$ cat src/rtl/pattern_scan_ctrl.sv
// Word-to-bit streaming controller with a programmable 4-bit pattern matcher and job sequencing.
// Optional abort input enabled by defining PSCAN_ABORT_EN.
module pattern_scan_ctrl #(
  parameter int unsigned WIDTH = 8,
  parameter int unsigned CNT_W = 8
) (
  input  logic             clk,
  input  logic             rst_n,
`ifdef PSCAN_ABORT_EN
  input  logic             abort,
`endif
  input  logic             start,
  input  logic [3:0]       pattern,
  input  logic             overlap,
  input  logic [CNT_W-1:0] num_words,
  input  logic             in_valid,
  input  logic [WIDTH-1:0] in_data,
  output logic             in_ready,
  output logic             busy,
  output logic             det,
  output logic [CNT_W-1:0] match_cnt,
  output logic             done
);

  localparam int unsigned BitCntW = $clog2(WIDTH);

  typedef enum logic [1:0] {StIdle, StLoad, StShift, StDone} state_e;

  state_e             state_q, state_d;
  logic [3:0]         pattern_q, pattern_d;
  logic               overlap_q, overlap_d;
  logic [CNT_W-1:0]   words_q, words_d;
  logic [WIDTH-1:0]   sreg_q, sreg_d;
  logic [BitCntW-1:0] bit_cnt_q, bit_cnt_d;
  logic [3:0]         hist_q, hist_d;
  logic [2:0]         vcnt_q, vcnt_d;
  logic [CNT_W-1:0]   match_cnt_q, match_cnt_d;
  logic               det_q, det_d;

  logic       bit_in;
  logic [3:0] hist_upd;
  logic [2:0] vcnt_upd;
  logic       hit;

  assign bit_in   = sreg_q[WIDTH-1];
  assign hist_upd = {hist_q[2:0], bit_in};
  assign vcnt_upd = (vcnt_q == 3'd4) ? 3'd4 : vcnt_q + 3'd1;
  assign hit      = (hist_upd == pattern_q) && (vcnt_upd == 3'd4);

  always_comb begin
    state_d     = state_q;
    pattern_d   = pattern_q;
    overlap_d   = overlap_q;
    words_d     = words_q;
    sreg_d      = sreg_q;
    bit_cnt_d   = bit_cnt_q;
    hist_d      = hist_q;
    vcnt_d      = vcnt_q;
    match_cnt_d = match_cnt_q;
    det_d       = 1'b0;

    unique case (state_q)
      StIdle: begin
        if (start) begin
          pattern_d   = pattern;
          overlap_d   = overlap;
          words_d     = num_words;
          hist_d      = 4'd0;
          vcnt_d      = 3'd0;
          match_cnt_d = '0;
          state_d     = (num_words == '0) ? StDone : StLoad;
        end
      end
      StLoad: begin
        if (in_valid) begin
          sreg_d    = in_data;
          words_d   = words_q - 1'b1;
          bit_cnt_d = BitCntW'(WIDTH - 1);
          state_d   = StShift;
        end
      end
      StShift: begin
        sreg_d = {sreg_q[WIDTH-2:0], 1'b0};
        hist_d = hist_upd;
        // Non-overlapping mode demands four fresh bits after each match.
        vcnt_d = (hit && !overlap_q) ? 3'd0 : vcnt_upd;
        if (hit) begin
          det_d = 1'b1;
          if (match_cnt_q != '1) match_cnt_d = match_cnt_q + 1'b1;
        end
        if (bit_cnt_q == '0) begin
          state_d = (words_q == '0) ? StDone : StLoad;
        end else begin
          bit_cnt_d = bit_cnt_q - 1'b1;
        end
      end
      StDone: state_d = StIdle;
      default: state_d = StIdle;
    endcase

`ifdef PSCAN_ABORT_EN
    // Abort discards the word in flight and freezes the count as it stood.
    if (abort && (state_q != StIdle)) begin
      state_d     = StIdle;
      det_d       = 1'b0;
      match_cnt_d = match_cnt_q;
    end
`endif
  end

  always_ff @(posedge clk or negedge rst_n) begin
    if (!rst_n) begin
      state_q     <= StIdle;
      pattern_q   <= 4'd0;
      overlap_q   <= 1'b0;
      words_q     <= '0;
      sreg_q      <= '0;
      bit_cnt_q   <= '0;
      hist_q      <= 4'd0;
      vcnt_q      <= 3'd0;
      match_cnt_q <= '0;
      det_q       <= 1'b0;
    end else begin
      state_q     <= state_d;
      pattern_q   <= pattern_d;
      overlap_q   <= overlap_d;
      words_q     <= words_d;
      sreg_q      <= sreg_d;
      bit_cnt_q   <= bit_cnt_d;
      hist_q      <= hist_d;
      vcnt_q      <= vcnt_d;
      match_cnt_q <= match_cnt_d;
      det_q       <= det_d;
    end
  end

  assign in_ready  = (state_q == StLoad);
  assign busy      = (state_q != StIdle);
  assign done      = (state_q == StDone);
  assign det       = det_q;
  assign match_cnt = match_cnt_q;

endmodule

$ cat config.mk
export PLATFORM = sky130hd
export DESIGN_NAME = pattern_scan_ctrl
export DESIGN_NICKNAME = d
export VERILOG_FILES = /design/src/rtl/pattern_scan_ctrl.sv
export SDC_FILE = /design/constraint.sdc
export NUM_CORES = 1
export LEC_CHECK = 0
export CORE_MARGIN = 5
export CORE_UTILIZATION = 35
export CTS_BUF_LIST = sky130_fd_sc_hd__clkbuf_8
export DETAILED_ROUTE_END_ITERATION = 16
export SETUP_SLACK_MARGIN = 0.05
export SKIP_LAST_GASP = 1
export SYNTH_ARGS = -nofsm -noshare
export SYNTH_HDL_FRONTEND = slang
export SYNTH_SLANG_ARGS = --single-unit
$ cat constraint.sdc
create_clock -name clk -period 5.6 [get_ports clk]
set_input_delay 0.84 -clock clk [delete_from_list [all_inputs] [get_ports clk]]
set_output_delay 0.84 -clock clk [all_outputs]
set_load 0.005 [all_outputs]
Word-level counts from Yosys, hierarchy flattened
Index checks and enable logic that the tools add are counted.
{"block": "classes", "div_mod_pow": 0, "n_eq_ne": 13, "mul": 0, "n_shift": 0, "bitwise_logic": 0, "add_sub_neg": 4, "order_cmp": 0, "reduce_logical": 18, "mux": 26}
{"op": "$mux W8", "count": 6}
{"op": "$pmux W8 S2", "count": 3}
{"op": "$mux W3", "count": 6}
{"op": "$pmux W3 S2", "count": 3}
{"op": "$logic_not A8 Y1", "count": 2}
{"op": "$ne A2 B2 Y1 const B", "count": 6}
{"op": "$mux W2", "count": 5}
{"op": "$reduce_and A3 Y1", "count": 3}
{"op": "$add A8 B1 Y8 const B", "count": 1}
{"op": "$ne A8 B8 Y1 const B", "count": 1}
{"op": "$pmux W2 S4", "count": 1}
{"op": "$reduce_bool A2 Y1", "count": 4}
{"op": "$sub A8 B1 Y8 const B", "count": 1}
{"op": "$eq A3 B3 Y1 const B", "count": 2}
{"op": "$reduce_and A2 Y1", "count": 3}
{"op": "$eq A2 B2 Y1 const B", "count": 2}
{"op": "$eq A4 B4 Y1", "count": 1}
{"op": "$reduce_and A4 Y1", "count": 1}
{"op": "$add A3 B1 Y3 const B", "count": 1}
{"op": "$logic_not A3 Y1", "count": 1}
{"op": "$sub A3 B1 Y3 const B", "count": 1}
{"op": "$eq A2 B1 Y1 const B", "count": 1}
{"op": "$logic_and A1 B1 Y1", "count": 2}
{"op": "$logic_not A2 Y1", "count": 1}
{"op": "2 further kinds", "count": 3}
{"block": "word_totals", "in_bits": 25, "latchBits": 0, "wordCells": 71, "memories": 0, "output_inout_bits": 12, "ramBits": 0, "romBits": 0, "regBits": 41}

Longest topological paths before layout
Gate-level depths: netlist (run 1).
{"block": "depth", "ltp_word": 7, "mapped_depth": 6, "depth_no_buf": 6}

Least setup slack after synthesis (run 1)
OpenSTA, ideal clock, no wires.
{"block": "synth_timing", "kind": "input to register", "from": "in in_valid", "to": "reg words_q[1]", "slack_ps": 3734, "path_buffers": 2, "cell_stages": 6, "t_required_ps": 5469, "setup_time_ps": 131, "arrival_ps": 1735, "path_cell_list": "buf_2 -> nand2_2 -> a21o_1 -> clkbuf_1 -> a211oi_1 -> a21oi_1"}
{"block": "synth_via", "elab_chain_len": 2}
{"item": "from (decl)", "line": "16", "source": "input logic in_valid,"}
{"item": "$ne A2 B2 Y1 (no source line)"}
{"item": "$reduce_and A3 Y1 (no source line)"}
{"item": "to (signal assigned)", "line": "127", "source": "words_q <= words_d;"}
{"item": "to (decl)", "line": "32", "source": "logic [CNT_W-1:0] words_q, words_d;"}
Every way passes these cells.
A chain may end at the register's enable or synchronous reset.

Final worst setup path (run 1)
{"block": "layout_timing", "from": "reg state_q[0]", "to": "out in_ready"}
{"block": "layout_via", "elab_chain_len": 1}
{"item": "from (decl)", "line": "29", "source": "state_e state_q, state_d;"}
{"item": "from (signal assigned)", "line": "113", "source": "state_q <= StIdle;"}
{"item": "from (signal assigned)", "line": "124", "source": "state_q <= state_d;"}
{"item": "$eq A2 B1 Y1", "line": "137", "source": "assign in_ready = (state_q == StLoad);"}
{"item": "to (decl)", "line": "18", "source": "output logic in_ready,"}
Every way passes these cells.

==> reports/summary.md, run 1 <==
- Avg Synthesized Cell Area: 9.676 sq um
- share of final-layout standard cells stronger than drive strength 1: 9.643%
- met2 WL post-DR: 2369 um
- number of enable flip-flop cells after synthesis: 0
- number of top-level design ports: 37
- H-tree level count: 2
- setup repair after global routing missed its margin: no
- start-to-end type of the worst setup path: reg2out
- clock root buffer master: clkbuf_8
- startpoint of the worst register-to-register path: state_q[1]
- cell types occupying the most area after synthesis: dfrtp_1, o21ai_0, mux2_2
- number of antenna repair diodes: 0
- xor-xnor portion of the synthesized cell area: 2.597%
- Hold Crit Depth: 2
- GRT Resource Usage Total: 13.07%
- max-slew headroom at the worst pin: 29.38%
- class of the worst hold path: reg2reg
- share of synthesized cell area in full adder, half adder and majority cells: 3.710%
- die height: 92.13 um
- routability congestion estimate: 0.7990
- outcome: finished clean
- width of the die: 92.13 um
- Post-synth ARST share: 100.0%
- smallest setup slack after layout: 2.427 ns
- setup slack of the worst register-to-register path: 3.25 ns
- data arrival time of the critical path: 2.33 ns
- fraction of the cycle the final worst path needs: 56.66%
- number of slew-limit violations in the final report: 0
- Post-Route Skew: 0.005953 ns
- DIE AREA: 8488 sq um
- minimum period implied by the final worst setup slack: 3.173 ns
- pin count of the biggest net entering global routing: 42
- worst slack on hold paths: 0.5251 ns
- proportion of netlist area held by the largest area contributor: 43.46%
- total iterations of the first detailed-routing run: 4
- top-count cell post-synth: dfrtp_1
- port buffer count: 36
- area overhead of the layout relative to synthesis: 23.05%
- post-synthesis cell area: 2361 sq um
- net count reported at finish: 311
- core utilization of the finished layout: 43.48%
- routed via count: 1889
- count of buffers added by post-CTS timing repair for setup: 0
- area of the core region: 6681 sq um
- ratio of routed vias to standard cells: 5.247
- CTS hold repair buffers: 0
- Num CTS Buffers: 5
- WP data required: 4.76 ns
- nets in the synthesized netlist: 276
- final-report setup violation count: 0
- detailed route wirelength on metal3: 223 um
- final standard cell area without fillers: 2905 sq um
- Synth cell types: 50
- number of buffers on the longest clock path: 2
- dominant combinational cell family by area after synthesis: compound AO/OA/AOI/OAI gates
- max-capacitance violation count: 0
- sinks on the clock net: 41
- number of remaining DRC errors: 0
- number of resized instances in the post-cts repair step: 0
- detailed router's first-iteration violation count: 53
- crit start category: flip-flop
- first-pass GRT wire length: 8970 um
- number of synthesized register bits: 41
- FILL cells: 674
- Worst-Skew Late Latency: 0.29 ns
- simple-gate area share of the yosys netlist: 15.47%
- cell count after synthesis: 244
- Most used DFF post-synth: dfrtp_1
- initial core utilization: 35.34%
- peak supply drop: 0.1521 mV
- grt total ovfl: 0
- Synth Warn #: 0
- capture point of the worst reg-to-reg path: match_cnt[3]
- WL final: 5112 um
- post-DR wirelength/cell: 14.20 um
- hold path start: hist_q[0]
- placed inst area: 2785 sq um
- top routing layer in use: met4
- std cell rows: 30
- via count of the first global-routing pass: 1873
- TritonCTS clock tree: yes
- area leader, netlist: dfrtp_1
- met1 layer wirelength in the final routing: 2451 um
- sequential cell area fraction in the yosys report: 43.46%
- worst hold endpoint: hist_q[1]
- Critical Path Sink Type: output pin
- slew at the pin closest to its max-slew limit: 1.055 ns
- register clock-pin slew on the reported worst setup and hold paths: 0.09 ns
- Detailed Place HPWL: 3585 um
- largest driver fanout on the critical path: 22
- Final TNS setup: 0 ns
- minimum setup slack after placement: 2.746 ns
- cell leakage power: 1.249 nW
- post-detailed-route count of antenna-violating nets: 0
- compound-gate portion of the synthesized area: 21.14%
- Cell Pwr Density: 451.2 nW/um^2
- final hold violation count: 0
- most used standard cells in the synthesized netlist: dfrtp_1, o21ai_0, nand2_1, inv_1, a21oi_1
- mux share of post-synthesis cell area: 9.274%
- FMAX: 315.2 MHz
- reg2reg path depth: 4
- initial antenna violation count: 0
[critical path, cell delays in order (launching register included)]
cell and delay, ns:
dfrtp_1 0.78, nand2b_1 0.44, inv_1 0.28, clkdlybuf4s50_1 0.54
[report_power, final]
part | internal [mW] | total [mW] | switching (mW)
Combinational | 0.248 | 0.525 | 0.277
Sequential | 0.406 | 0.531 | 0.125
Clock | 0.145 | 0.255 | 0.110
[cells in the final DEF (no fill, tap or decap), types with 5 or more instances in the layout]
master / instances
o2bb2ai_1: 8
inv_1: 17
mux2_2: 11
o21ai_0: 28
xor2_1: 5
ha_1: 7
nand2_1: 23
nor2_1: 12
clkdlybuf4s50_1: 35
a21oi_1: 15
nand3_1: 5
dfrtp_1: 41
mux2i_1: 8
clkbuf_8: 6
[sequential cells by signal (all words and copies together), names as in the netlist]
signal / cells
state_q: 2
sreg_q: 8
words_q: 8
hist_q: 3
vcnt_q: 3
bit_cnt_q: 3
det: 1
match_cnt: 8
overlap_q: 1
pattern_q: 4
[stage by stage]
stage	instances	total power, mW
detailed placement	352	1.063
floorplan	244	0.9159
CTS	360	1.326
global placement	352	1.054
global route	360	1.436
finish	360	1.311
[final cells by class]
cell class	count	area (sq um)	share of cell area [%]
tap	80	100.1	3.445
timing repair buffer	37	362.8	12.49
inverter	17	63.81	2.196
sequential	41	1026	35.31
multi-input combinational	177	1232	42.42
clock inverter	2	37.54	1.292
clock buffer	6	82.58	2.842
[cell families after synthesis]
kind of cell / Yosys count
AO/OA/AOI/OAI: 76
flip-flops: 41
multiplexers: 20
AND/OR/NAND/NOR: 67
buffers and inverters: 26
adder cells (fa/ha/maj): 7
XOR/XNOR: 7
[metal layers]
metal  vias to the layer above  global-route usage (%)
li1                        958                       -
met1                       894                   16.78
met2                        31                   21.23
met3                         6                   3.692
met4                         0                   4.084
met5                         -                       0
[worst max-delay path by stage]
stage,startpoint,to,slack (ns),depth (start not counted)
floorplan,in_valid,words_q[1],3.73,6
global placement,state_q[0],in_ready,2.79,3
detailed placement,state_q[0],in_ready,2.75,3
CTS,state_q[0],in_ready,2.42,3
global route,state_q[0],in_ready,2.22,3
finish,state_q[0],in_ready,2.43,3
Note: power is estimated with default switching activity, not from simulation.
==> inputs of run 2 (changes only) <==
clock period = 2.86 ns   (was 5.6 ns; I/O delays follow)
==> run 2 against run 1 <==
Against the previous run: final cell count grew 0.83%; count of clock-buffer cells in the layout is the same; power grew 98%; routed wire length grew 3.1%; setup slack lost 1.9 ns; via count grew 2.3%; non-clock buffer count grew 3; highest routed layer unchanged; global-route usage grew 0.30 points; register-to-register slack lost 2.5 ns; combinational power grew 110%.
==> reports/summary.md, run 2 (synthesis gave the netlist of run 1 again) <==
- initial antenna violation count: 0, unchanged
- FMAX: 419.7 MHz
- reg2reg path depth: 5, +1
- ratio of routed vias to standard cells: 5.325, +1.5%
- Num CTS Buffers: 5, unchanged
- width of the die: 92.13 um, unchanged
- post-DR wirelength/cell: 14.52 um, +2.3%
- clock root buffer master: clkbuf_8
- most common library cell in the layout ignoring fill and taps: dfrtp_1
- crit start category: flip-flop
- die height: 92.13 um, unchanged
- TritonCTS clock tree: yes
- final std cells w/o fill: 363, +0.83%
- outcome: finished clean
- DIE AREA: 8488 sq um, unchanged
- final standard cell area without fillers: 2924 sq um, +0.65%
- capture point of the worst reg-to-reg path: vcnt_q[2]
- fraction of the cycle the final worst path needs: 83.31%
- flip-flop and latch area: 1026 sq um, unchanged
- Cell Pwr Density: 887.2 nW/um^2, +97%
- Critical Path Sink Type: output pin
- minimum period implied by the final worst setup slack: 2.383 ns
- placed inst area: 2808 sq um, +0.81%
- number of antenna repair diodes: 0, unchanged
- setup repair after global routing missed its margin: no
- initial core utilization: 35.34%, unchanged
- post-detailed-route count of antenna-violating nets: 0, unchanged
- start-to-end type of the worst setup path: reg2out
- largest driver fanout on the critical path: 22, unchanged
- first-pass GRT wire length: 9066 um, +1.1%
- sinks on the clock net: 41, unchanged
- GRT Resource Usage Total: 13.37%, +0.30 points
- area of the core region: 6681 sq um, unchanged
- FILL cells: 650, -3.6%
- number of slew-limit violations in the final report: 0, unchanged
- routability congestion estimate: 0.7621, -4.6%
- Post-Route Skew: 0.005475 ns, -0.0004785 ns
- number of buffers on the longest clock path: 2, unchanged
- data arrival time of the critical path: 1.95 ns, -0.38 ns
- Final TNS setup: 0 ns, unchanged
- register clock-pin slew on the reported worst setup and hold paths: 0.08 ns, about the same
- DP Cell Count: 355, +0.85%
- count of buffers added by post-CTS timing repair for setup: 0, unchanged
- area overhead of the layout relative to synthesis: 23.85%
- Worst-Skew Late Latency: 0.30 ns, about the same
- startpoint of the worst register-to-register path: state_q[0]
- WP data required: 2.43 ns, -2.33 ns
- H-tree level count: 2, unchanged
- WL final: 5272 um, +3.1%
- CTS hold repair buffers: 0, unchanged
- max-capacitance violation count: 0, unchanged
- std cell rows: 30, unchanged
- detailed router's first-iteration violation count: 69, +30%
- commonest cells after routing, fill and taps aside: dfrtp_1, clkdlybuf4s50_1, o21ai_0, nand2_1, inv_1
- class of the worst hold path: in2async
- port buffer count: 36, unchanged
- pin count of the biggest net entering global routing: 42, unchanged
- number of resized instances in the post-cts repair step: 0, unchanged
- final hold violation count: 0, unchanged
- peak supply drop: 0.2666 mV, +75%
- grt total ovfl: 0, unchanged
- number of remaining DRC errors: 0, unchanged
- routed via count: 1933, +2.3%
- number of top-level design ports: 37, unchanged
- net count reported at finish: 314, +0.96%
- setup slack of the worst register-to-register path: 0.71 ns, -2.54 ns
- cell leakage power: 1.269 nW, +1.6%
- share of final-layout standard cells stronger than drive strength 1: 10.25%, +0.60 points
- total iterations of the first detailed-routing run: 4, unchanged
- via count of the first global-routing pass: 1947, +4.0%
- final-report setup violation count: 0, unchanged
- combined area of the multi-input logic cells: 1232 sq um, unchanged
- max-slew headroom at the worst pin: 37.30%, +7.9 points
- Detailed Place HPWL: 3767 um, +5.1%
- slew at the pin closest to its max-slew limit: 0.9405 ns, -0.1149 ns
## run 2: cell count changes in the layout (fill, tap and decap cells not counted)
cell | before | now
buf_4 | 1 | 4
clkinvlp_4 | 1 | 0
inv_1 | 17 | 18
## run 2: cell type report
| cell class | instances | share of cell area [%] |
|---|---|---|
| multi-input combinational | 177 | 42.15 |
| sequential | 41 | 35.09 |
| timing repair buffer | 40 | 13.18 |
| tap | 80 | 3.423 |
| clock buffer | 6 | 2.824 |
| inverter | 17 | 2.182 |
| clock inverter | 2 | 1.155 |
## run 2: per-stage QoR
step / hold WS, ns / setup slack [ns] / utilization, % / power [mW]
floorplan: 0.1334 / 1.066 / - / 1.793
CTS: 0.3057 / 0.4548 / 43.76 / 2.622
finish: 0.2650 / 0.4775 / 43.76 / 2.594
detailed placement: 0.5150 / 0.6395 / 42.02 / 2.116
global route: 0.3563 / 0.2937 / 43.76 / 2.825
global placement: 0.5139 / 0.6495 / 42.02 / 2.098
## run 2: worst max-delay path by stage
stage	start	endpoint	depth (start not counted)
after global placement	start	vcnt_q[2]	6
after floorplan	vcnt_q[0]	match_cnt[1]	5
after detailed placement	start	match_cnt[3]	6
after global routing	state_q[0]	in_ready	3
after CTS	state_q[0]	in_ready	3
final	state_q[0]	in_ready	3
## run 2: power by group
group          switching [mW]  internal, mW  leakage [nW]
combinational           0.578         0.506         0.686
clock                   0.213         0.281        0.0626
sequential              0.220         0.795         0.520
## run 2: critical path: stages, from the launching register on
cell,delay [ns]
dfrtp_1,0.78
nand2b_1,0.15
inv_1,0.20
clkdlybuf4s50_1,0.53
## run 2: layer usage
layer  share of wire [%]  global-route usage [%]  up-vias
li1                    -                       -      961
met1                  45                   16.72      914
met2                  46                   21.23       47
met3                 5.5                   3.281       11
met4                 2.7                   7.054        0
met5                   0                       0        -
==> inputs of run 3 (changes only) <==
clock period = 2 ns   (was 2.86 ns; I/O delays follow)
==> run 3 against run 2 <==
Against the previous run: hold slack got worse by 0.20 ns; sequential share of layout area is 0.91 points lower; cell area increased by 2.8%; count of clock-buffer cells in the layout decreased by 1; final cell count rose by 2.2%; via count up 1.2%; setup slack got worse by 0.31 ns; clock power is 61% higher; first-iteration DRC count is 20% lower; non-clock buffer count rose by 8.
==> reports/summary.md, run 3 (synthesis gave the netlist of run 1 again) <==
- outcome: finished clean
- area overhead of the layout relative to synthesis: 27.29%
- first-pass GRT wire length: 8956 um, -1.2%
- clock root buffer master: clkbuf_8
- Num CTS Buffers: 5, unchanged
- minimum period implied by the final worst setup slack: 1.836 ns
- FILL cells: 668, +2.8%
- largest driver fanout on the critical path: 4, -82%
- TritonCTS clock tree: yes
- reg2reg path depth: 6, +1
- register clock-pin slew on the reported worst setup and hold paths: 0.08 ns, about the same
- worst setup path startpoint: vcnt_q[0]
- number of remaining DRC errors: 0, unchanged
- Worst path depth: 6, +3
- initial antenna violation count: 0, unchanged
- peak supply drop: 0.4402 mV, +65%
- fraction of the cycle the final worst path needs: 91.78%
- total iterations of the first detailed-routing run: 5, +1
- FMAX: 544.8 MHz
- smallest setup slack after layout: 0.1644 ns, -0.3130 ns
- pin count of the biggest net entering global routing: 42, unchanged
- GR Util met2: 21.05%, -0.18 points
- std cell rows: 30, unchanged
- number of slew-limit violations in the final report: 0, unchanged
- crit start category: flip-flop
- grt total ovfl: 0, unchanged
- sinks on the clock net: 41, unchanged
- final standard cell area without fillers: 3005 sq um, +2.8%
- global-route track usage on met3: 3.610%, +0.33 points
- Critical Path Sink Type: flip-flop
- number of top-level design ports: 37, unchanged
- final-report setup violation count: 0, unchanged
- CTS hold repair buffers: 0, unchanged
- final hold violation count: 0, unchanged
- most common library cell in the layout ignoring fill and taps: dfrtp_1
- Post-Route Skew: 0.003020 ns, -0.002455 ns
- WP data required: 2.18 ns, -0.25 ns
- start-to-end type of the worst setup path: reg2reg
- Worst-Skew Late Latency: 0.29 ns, about the same
- Detailed Place HPWL: 3626 um, -3.7%
- max-slew headroom at the worst pin: 64.58%, +27 points
- max-capacitance violation count: 0, unchanged
- H-tree level count: 2, unchanged
- post-detailed-route count of antenna-violating nets: 0, unchanged
- capture point of the critical path: vcnt_q[2]
- die height: 92.13 um, unchanged
- cell leakage power: 1.311 nW, +3.3%
- share of final-layout standard cells stronger than drive strength 1: 14.43%, +4.2 points
- via count of the first global-routing pass: 1882, -3.3%
- data arrival time of the critical path: 2.02 ns, +0.07 ns
- net count reported at finish: 322, +2.5%
- ratio of routed vias to standard cells: 5.272, -0.99%
- minimum setup slack after placement: 0.05554 ns, -0.5840 ns
- WL final: 5182 um, -1.7%
- routed via count: 1956, +1.2%
- class of the worst hold path: in2async
- initial core utilization: 35.34%, unchanged
- Cell Pwr Density: 1290 nW/um^2, +45%
- capture point of the worst reg-to-reg path: vcnt_q[2]
- number of buffers on the longest clock path: 2, unchanged
- commonest cells after routing, fill and taps aside: dfrtp_1, clkdlybuf4s50_1, o21ai_0, nand2_1
- busiest layer in global routing: met2
- port buffer count: 36, unchanged
- routability congestion estimate: 0.8151, +7.0%
- placed inst area: 2845 sq um, +1.3%
- kind of cell adding the most delay to the critical path: simple AND/OR/NAND/NOR gates
- total power draw: 3.878 mW, +49%
- Final TNS setup: 0 ns, unchanged
- post-DR wirelength/cell: 13.97 um, -3.8%
- fraction of met1 tracks used by global routing: 16.61%, -0.11 points
- setup slack of the worst register-to-register path: 0.16 ns, -0.55 ns
- area of the core region: 6681 sq um, unchanged
- slew at the pin closest to its max-slew limit: 0.5313 ns, -0.4092 ns
- GRT Resource Usage Total: 12.99%, -0.38 points
- DIE AREA: 8488 sq um, unchanged
- setup repair after global routing missed its margin: yes
- Slowest cell on crit path: dfrtp_1
- startpoint of the worst register-to-register path: vcnt_q[0]
- buffers and inverters on the worst path: 1, -1
- width of the die: 92.13 um, unchanged
- worst stage delay on the critical path: 0.41 ns, -0.37 ns
- cell breakdown of the critical path: ha_1 > and3b_1 > nor4_4 > buf_4 > a311oi_1 > a211o_1
- detailed router's first-iteration violation count: 55, -20%
- number of antenna repair diodes: 0, unchanged
-- run 3: report_power, final --
part           switching (mW)  internal [mW]  leakage (nW)
Combinational           0.885          0.782         0.724
Sequential              0.275           1.14         0.519
Clock                   0.299          0.496        0.0681
Total                    1.46           2.42          1.31
-- run 3: area by class of cell --
type | instances | area [sq um] | share of cell area [%]
Tap cell | 80 | 100.1 | 3.331
Sequential cell | 41 | 1027 | 34.18
Inverter | 17 | 63.81 | 2.123
Clock buffer | 5 | 68.82 | 2.290
Clock inverter | 3 | 65.06 | 2.165
Timing Repair Buffer | 48 | 445.4 | 14.82
Multi-Input combinational cell | 177 | 1235 | 41.09
-- run 3: per-stage QoR --
| step | std cells | util (%) | hold slack (ns) |
|---|---|---|---|
| floorplan | 244 | - | 0.004409 |
| global route | 371 | 44.98 | 0.1222 |
| finish | 371 | 44.98 | 0.06443 |
| detailed placement | 360 | 42.58 | 0.4097 |
| CTS | 370 | 44.83 | 0.08790 |
| global placement | 360 | 42.58 | 0.4122 |
-- run 3: worst min-delay path by stage --
stage | endpoint | slack, ns | cells after the start
final | pattern_q[3] | 0.06 | 2
after global routing | pattern_q[3] | 0.12 | 2
after floorplan | bit_cnt_q[0] | 0.004 | 0
after global placement | hist_q[2] | 0.41 | 2
after CTS | pattern_q[3] | 0.09 | 2
after detailed placement | pattern_q[3] | 0.41 | 2
-- run 3: layer usage --
metal / routed length (um) / vias up / part of all wire [%]
met3: 222 / 7 / 4.3
met4: 75 / 0 / 1.4
met2: 2403 / 34 / 46
met5: 0 / - / 0
li1: - / 982 / -
met1: 2480 / 933 / 48
-- run 3: timing repair --
action,CTS,global route
pin swaps,1,2
setup endpoints to repair,2,9
buffers inserted,2,1
gates resized for setup,1,3
